`src/rtl/uart_pkg.sv`:
```
// uart_pkg: shared types and helpers for the parametrised UART receiver
package uart_pkg;
  typedef enum logic [1:0] {NONE, EVEN, ODD} parity_mode_t;
  typedef enum logic [2:0] {IDLE, START, DATA, PARITY, STOP} rx_state_t;
  function automatic int cycles_per_bit(input int clk_hz, input int baud);
    return clk_hz / baud;
  endfunction
endpackage

```
`src/rtl/uart_rx_sync_vote.sv`:
```
// uart_rx_sync_vote: input synchroniser, falling-edge detect and 3-sample majority vote
module uart_rx_sync_vote #(
  parameter int SYNC_STAGES = 2,
  parameter int CW = 12,
  parameter int MID = 1600
) (
  input logic clk,
  input logic rst,
  input logic rx_in,
  input logic [CW-1:0] cnt,
  output logic rxs,
  output logic fall_edge,
  output logic vote
);
  logic [SYNC_STAGES-1:0] sync, fill;
  logic prev;
  logic [1:0] smp;
  // history only trusts rxs once the idle-high reset values have flushed, so a line stuck low never starts a frame
  always_ff @(posedge clk) begin
    if (rst) begin
      sync <= '1;
      fill <= '0;
      prev <= 1'b0;
      smp <= '0;
    end else begin
      sync <= {sync[SYNC_STAGES-2:0], rx_in};
      fill <= {fill[SYNC_STAGES-2:0], 1'b1};
      prev <= rxs & fill[SYNC_STAGES-1];
      if (cnt == CW'(MID - 1)) smp[0] <= rxs;
      if (cnt == CW'(MID)) smp[1] <= rxs;
    end
  end
  assign rxs = sync[SYNC_STAGES-1];
  assign fall_edge = prev & ~rxs;
  assign vote = (smp[0] & smp[1]) | (rxs & (smp[0] | smp[1]));
endmodule

```
`src/rtl/uart_rx_param.sv`:
```
// uart_rx_param: parametrised UART receiver with majority voting, parity/framing checks and ready/valid output
module uart_rx_param
  import uart_pkg::*;
#(
  parameter int CLK_HZ = 100_000_000,
  parameter int BAUD = 31_250,
  parameter int DATA_BITS = 8,
  parameter int PARITY_MODE = 0,
  parameter int STOP_BITS = 1,
  parameter int SYNC_STAGES = 2
) (
  input logic clk_100mhz,
  input logic reset,
  input logic rx_in,
  output logic [DATA_BITS-1:0] data_out,
  output logic data_valid,
  input logic data_ready,
  output logic parity_err,
  output logic framing_err,
  output logic overrun,
  output logic busy
);
  localparam int CPB = cycles_per_bit(CLK_HZ, BAUD);
  localparam int MID = CPB / 2;
  localparam int CW = $clog2(CPB);
  localparam parity_mode_t PM = parity_mode_t'(PARITY_MODE[1:0]);
  if (CPB < 8 || DATA_BITS < 5 || DATA_BITS > 9 || (STOP_BITS != 1 && STOP_BITS != 2) ||
      PARITY_MODE < 0 || PARITY_MODE > 2 || SYNC_STAGES < 2) begin : g_bad_cfg
    $fatal(1, "uart_rx_param: unsupported configuration");
  end
  rx_state_t state, next;
  logic [CW-1:0] cnt;
  logic [3:0] idx;
  logic [DATA_BITS-1:0] shreg;
  logic pbit, ferr, unused_rxs, fall_edge, vote, end_bit, dec, last, commit, perr;
  uart_rx_sync_vote #(.SYNC_STAGES(SYNC_STAGES), .CW(CW), .MID(MID)) u_sync (
    .clk(clk_100mhz),
    .rst(reset),
    .rx_in(rx_in),
    .cnt(cnt),
    .rxs(unused_rxs),
    .fall_edge(fall_edge),
    .vote(vote)
  );
  assign end_bit = cnt == CW'(CPB - 1);
  assign dec = cnt == CW'(MID + 1);
  assign last = dec && idx == 4'(STOP_BITS - 1);
  assign commit = state == STOP && last;
  assign perr = PM != NONE && ((^shreg ^ pbit) != (PM == ODD));
  assign busy = state != IDLE;
  // bits advance on their last cycle; false starts and the final stop decision return early at the vote
  always_comb begin
    next = state;
    unique case (state)
      IDLE: next = fall_edge ? START : IDLE;
      START: next = (dec && vote) ? IDLE : end_bit ? DATA : START;
      DATA: next = !(end_bit && idx == 4'(DATA_BITS - 1)) ? DATA : (PM == NONE) ? STOP : PARITY;
      PARITY: next = end_bit ? STOP : PARITY;
      STOP: next = last ? IDLE : STOP;
      default: next = IDLE;
    endcase
  end
  // the IDLE detect cycle is count 0 of the start bit; a frame is dropped when the previous word is still unread
  always_ff @(posedge clk_100mhz) begin
    if (reset) begin
      state <= IDLE;
      cnt <= '0;
      idx <= '0;
      shreg <= '0;
      pbit <= 1'b0;
      ferr <= 1'b0;
      data_out <= '0;
      data_valid <= 1'b0;
      parity_err <= 1'b0;
      framing_err <= 1'b0;
      overrun <= 1'b0;
    end else begin
      state <= next;
      cnt <= (next == IDLE || end_bit) ? '0 : cnt + 1'b1;
      idx <= (next != state) ? '0 : end_bit ? idx + 1'b1 : idx;
      if (state == DATA && dec) shreg <= {vote, shreg[DATA_BITS-1:1]};
      if (state == PARITY && dec) pbit <= vote;
      if (state == START) ferr <= 1'b0;
      else if (state == STOP && dec && !vote) ferr <= 1'b1;
      if (commit && (!data_valid || data_ready)) begin
        data_out <= shreg;
        parity_err <= perr;
        framing_err <= ferr | ~vote;
        data_valid <= 1'b1;
      end else begin
        if (commit) overrun <= 1'b1;
        if (data_ready) data_valid <= 1'b0;
      end
    end
  end
endmodule
```
`config.mk`:
```
export PLATFORM = sky130hd
export DESIGN_NAME = uart_rx_param
export DESIGN_NICKNAME = d
export VERILOG_FILES = /design/src/rtl/uart_pkg.sv /design/src/rtl/uart_rx_sync_vote.sv /design/src/rtl/uart_rx_param.sv
export SDC_FILE = /design/constraint.sdc
export NUM_CORES = 1
export LEC_CHECK = 0
export BUFFER_PORTS_ARGS = -buffer_cell sky130_fd_sc_hd__clkbuf_2
export CORE_MARGIN = 5
export CORE_UTILIZATION = 40
export CTS_BUF_LIST = sky130_fd_sc_hd__clkbuf_4 sky130_fd_sc_hd__clkbuf_8 sky130_fd_sc_hd__clkbuf_16
export DETAILED_ROUTE_END_ITERATION = 7
export PLACE_DENSITY_LB_ADDON = 0.1
export SLEW_MARGIN = 30
export SYNTH_ARGS = -nofsm -noshare
export SYNTH_HDL_FRONTEND = slang
export SYNTH_HIERARCHICAL = 1
export SYNTH_SLANG_ARGS = --single-unit
```
`constraint.sdc`:
```
create_clock -name clk_100mhz -period 4 [get_ports clk_100mhz]
set_input_delay 0.4 -clock clk_100mhz [delete_from_list [all_inputs] [get_ports clk_100mhz]]
set_output_delay 0.4 -clock clk_100mhz [all_outputs]
set_load 0.03 [all_outputs]
```
==> results of run 1 <==
## worst max-delay path: stages (launching register included)
cell and delay, ps:
dfxtp_1 460, ha_1 190, nor3b_4 290, nand4_1 180, nor3_2 760, mux2i_1 260
nor2_1 60
## cell type report
| cell class | count | area, sq um |
|---|---|---|
| timing repair buffer | 15 | 75.1 |
| sequential | 46 | 921 |
| clock inverter | 3 | 21.3 |
| clock buffer | 5 | 68.8 |
| tap | 70 | 87.6 |
| inverter | 8 | 30.0 |
| multi-input combinational | 156 | 1090 |
| fill | 519 | 2780 |
## logic make-up after synthesis
| family | synth area share |
|---|---|
| mux | 0.0917 |
| simple gates | 0.304 |
| other cells | 0.00181 |
| fa+ha+maj | 0.0290 |
| buf+inv | 0.0314 |
| flops | 0.444 |
| xor+xnor | 0.0507 |
| compound gates | 0.0471 |
## registers in the layout, summed over array words and instances, names as in the netlist
signal / count
cnt: 12
u_sync/smp: 2
ferr: 1
state: 3
u_sync/sync: 2
data_valid: 1
framing_err: 1
u_sync/fill: 2
data_out: 8
u_sync/prev: 1
shreg: 8
idx: 4
overrun: 1
## routing by layer
layer | wire (um) | vias to the layer above | global-route usage
met4 | 63 | 0 | 0.0498
met3 | 120 | 6 | 0.0373
met1 | 1910 | 665 | 0.173
met2 | 1680 | 16 | 0.199
li1 | - | 784 | -
met5 | 0 | - | 0
## worst paths after layout
path	to	startpoint	slack [ps]
setup / recovery	data_out[6]	cnt[0]	1670
hold / removal	u_sync/sync[0]	rx_in	280
setup reg to reg	data_out[6]	cnt[0]	1670
hold reg to reg	u_sync/sync[1]	u_sync/sync[0]	410
## placed cells by master (no fill, tap or decap), types with 3 or more instances in the layout
master,synthesis,final
nand4_1,3,3
clkbuf_2,0,15
nor3_1,6,5
nor2_1,43,43
nor4_1,3,3
clkbuf_8,0,5
a21oi_1,4,4
and3_1,6,6
nor2b_1,6,6
inv_1,7,7
ha_1,4,4
mux2i_1,19,19
xor2_1,8,8
nand2_1,8,8
nand3_1,7,7
xnor2_1,4,4
dfxtp_1,46,46
## power breakdown
| part | total [mW] | switching, mW | internal (mW) | leakage [nW] |
|---|---|---|---|---|
| sequential | 0.461 | 0.00115 | 0.460 | 0.372 |
| combinational | 0.0161 | 0.0113 | 0.00475 | 0.397 |
| clock | 0.281 | 0.158 | 0.123 | 0.0441 |
| total | 0.758 | 0.170 | 0.588 | 0.812 |
==> out/metrics.cfg, run 1 <==
[global_route]
grtUsageTotal=0.130
grt_pass1_vias=1414
grt-ovfl-total=0
antenna_found_initial=0
grt_first_pass_wirelength_mm=6.71
grt_max_degree=35

[die]
die_area_sq_mm=0.00672
die_w_um=82.0
fp-row-count=26
initial_core_util=0.409
ios=17
coreArea_sq_mm=0.00507
die_h_um=82.0

[critical_path]
end_kind=register
rr_worst_depth=6
worst_setup_path_start_kind=register
cp.required_ps=4160
path_class=reg2reg
arrival_ps=2490
cp_max_fo=10

[drt]
routedWlPerCell_um=12.4
drtAntennaViolNets=0
via_per_inst=4.85
drtPass1Iterations=4
drtIter0Drc=96
vias=1471
drc=0
wirelength_mm=3.77

[clocking]
clock-sinks=46
clk-insertion-delay-late_ps=300
clkTransAtPathRegs_ps=80
cts-root-buf=clkbuf_8
cts_buffers=5
ctsHoldBuffers=0
postCtsSetupBuffers=0
cts_tree=yes
cts-resized-gates=0
clk_path_buf_depth=2
cts-htree-levels=2

[sta]
setup_tns_ps=0
hold_viol=0
rsz0062_at_grt=false
maxSlewHeadroom=0.390
finalSetupViolCount=0
finalWorstSetupSlack_ps=1670
timing.final.crit_share=0.583
worst_clock_skew_ps=6.10
hold_ws_ps=282
period_needed_ps=2330
drv_slew=0
tightestPinTransition_ps=910
fmax_mhz=429

[layout]
syn_to_final_growth_pct=10.7
layout-drive-gt1-share=0.163
instances_no_fill=303
antennaDiodeCount=0
final_nets=240
design_area_sq_mm=0.00230
final_core_util=0.452

[synth]
synth.cell_area_sq_mm=0.00207
async_reset_ff_frac=0
synthCells=217
synthDominantCellAreaShare=0.444
yosysUniqueCellTypes=47
yosysSeqAreaShare=0.444
synthTopCellsByCount=46 x dfxtp_1, 43 x nor2_1, 19 x mux2i_1, 8 x nand2_1, 8 x xor2_1
yosysMostFrequentCell=dfxtp_1
syn_area_per_cell_sq_um=9.55
syn-num-nets=225
yosys_warnings=6
synth-main-ff-cell=dfxtp_1
synth.area.top_cells=dfxtp_1 44%, mux2i_1 9.2%, nor2_1 7.8%
synth_area_leader_cell=dfxtp_1
ys_seq_elements=46
synth_edf_count=0

[placed_design]
dpl.hpwl_mm=2.73
place_inst=295
dpl_cell_area_sq_mm=0.00221
place_congestion=0.730
pre_cts_slack_ps=1640
port_buffers=15

[run]
drv_cap=0

[hold_path]
hold_class=in2reg
min_path_cells=2

[power]
p_total_mw=0.758
pwr_density_cell_mw_per_mm2=330
power.leakage_nw=0.812
peakVddDrop_v=0.000229

[outcome]
outcome=finished, final reports clean

Power figures use the tool's default switching activity.
==> inputs of run 2 (changes only) <==
clock period = 2 ns   (was 4 ns; I/O delays follow)
==> run 2 against run 1 <==
Compared with the run above:
- clock power is 150% higher
- first-iteration DRC count is 10% higher
- sequential cell count stayed put
- cell count is 5.6% higher
- die area stayed put
- non-clock buffer count is 17 higher
- routed wire length is 6.3% higher
==> out/metrics.cfg, run 2 (synthesis gave the netlist of run 1 again) <==
[outcome]
outcome=finished, final reports clean

[die]
initial_core_util=0.409
die_h_um=82.0
die_w_um=82.0
ios=17
die_area_sq_mm=0.00672
fp-row-count=26
coreArea_sq_mm=0.00507

[critical_path]
cp.depth=7
slowest_delay_ps=380
cp_slowest_cell=maj3_1
cp_cell_sequence=maj3_1 > nor2b_1 > and4_2 > nor3_2 > o31ai_4 > buf_12 > nor2_1
arrival_ps=2090
cp.required_ps=2240
critPathBufInv=1
end_kind=register
ff2ff_setup_slack_ps=150
worst_setup_path_start_kind=register
cp_max_fo=9
rr_worst_depth=7
path_class=reg2reg
crit_family=simple AND/OR/NAND/NOR gates

[layout]
final_common_cell=dfxtp_1
regMostFlops=cnt
instances_no_fill=320
largest_register_ffs=12
final_nets=257
layout-drive-gt1-share=0.220
syn_to_final_growth_pct=18.6
layout.cells.most_common_list=46 x dfxtp_1, 43 x nor2_1, 19 x mux2i_1, 16 x buf_4, 15 x clkbuf_2
antennaDiodeCount=0
largestRegisters=cnt (12), data_out (8), shreg (8)

[sta]
hold_ws_ps=79.0
period_needed_ps=1850
finalWorstSetupSlack_ps=150
drv_slew=0
finalSetupViolCount=0
rsz0062_at_grt=false
hold_viol=0
fmax_mhz=541
timing.final.crit_share=0.925
setup_tns_ps=0
worst_clock_skew_ps=6.10

[global_route]
grt_first_pass_wirelength_mm=6.90
antenna_found_initial=0
grt_max_degree=27
grt_pass1_vias=1498
grt-ovfl-total=0
grtUsageTotal=0.134

[clocking]
cts_tree=yes
cts-resized-gates=0
clk-insertion-delay-late_ps=300
clock-sinks=46
cts_buffers=5
cts-htree-levels=2
clkTransAtPathRegs_ps=80
clk_path_buf_depth=2
ctsHoldBuffers=0
cts-root-buf=clkbuf_8
postCtsSetupBuffers=0

[drt]
drc=0
drtIter0Drc=106
wirelength_mm=4.01
drtAntennaViolNets=0
via_per_inst=4.87
vias=1557
drtPass1Iterations=4
routedWlPerCell_um=12.5

[placed_design]
place_inst=312
dpl.hpwl_mm=3.00
port_buffers=15
place_congestion=0.738
pre_cts_slack_ps=168

[power]
peakVddDrop_v=0.000368
pwr_density_cell_mw_per_mm2=675
power.leakage_nw=0.921
p_total_mw=1.66

[run]
drv_cap=0

[hold_path]
hold_class=in2reg
min_path_cells=2

==> run 2: cell types whose count changed in the layout (fill, tap and decap cells not counted) <==
| cell | previous run | this run |
|---|---|---|
| buf_4 | 0 | 16 |
| clkinv_4 | 1 | 0 |
| clkinvlp_4 | 1 | 0 |
| inv_6 | 0 | 1 |
| buf_12 | 0 | 1 |
| bufinv_16 | 0 | 1 |
==> run 2: cell type report <==
| type | count | area, sq um |
|---|---|---|
| Clock buffer | 5 | 68.8 |
| Clock inverter | 3 | 43.8 |
| Fill cell | 504 | 2620 |
| Inverter | 8 | 30.0 |
| Multi-Input combinational cell | 156 | 1090 |
| Sequential cell | 46 | 921 |
| Tap cell | 70 | 87.6 |
| Timing Repair Buffer | 32 | 215 |
==> run 2: through the flow <==
stage               utilization  cell area (sq um)
floorplan                     -               2070
global placement          0.462               2350
detailed placement        0.462               2350
CTS                       0.484               2460
global route              0.484               2460
finish                    0.484               2460
==> run 2: per-layer routing <==
| layer | up-vias | GRT usage | share of wire |
|---|---|---|---|
| li1 | 818 | - | - |
| met1 | 711 | 0.180 | 0.50 |
| met2 | 22 | 0.204 | 0.45 |
| met3 | 6 | 0.0384 | 0.035 |
| met4 | 0 | 0.0498 | 0.015 |
| met5 | - | 0 | 0 |
==> run 2: path summary, 6_finish.rpt <==
kind | startpoint | end
worst max-delay path | u_sync/sync[1] | cnt[7]
worst min-delay path | rx_in | u_sync/sync[0]
worst max register to register | u_sync/sync[1] | cnt[7]
worst min register to register | u_sync/sync[0] | u_sync/sync[1]
==> run 2: report_power, final <==
group	switching (mW)	internal, mW	total (mW)
clock network	0.326	0.375	0.701
registers	0.00183	0.920	0.922
logic	0.0237	0.0125	0.0362
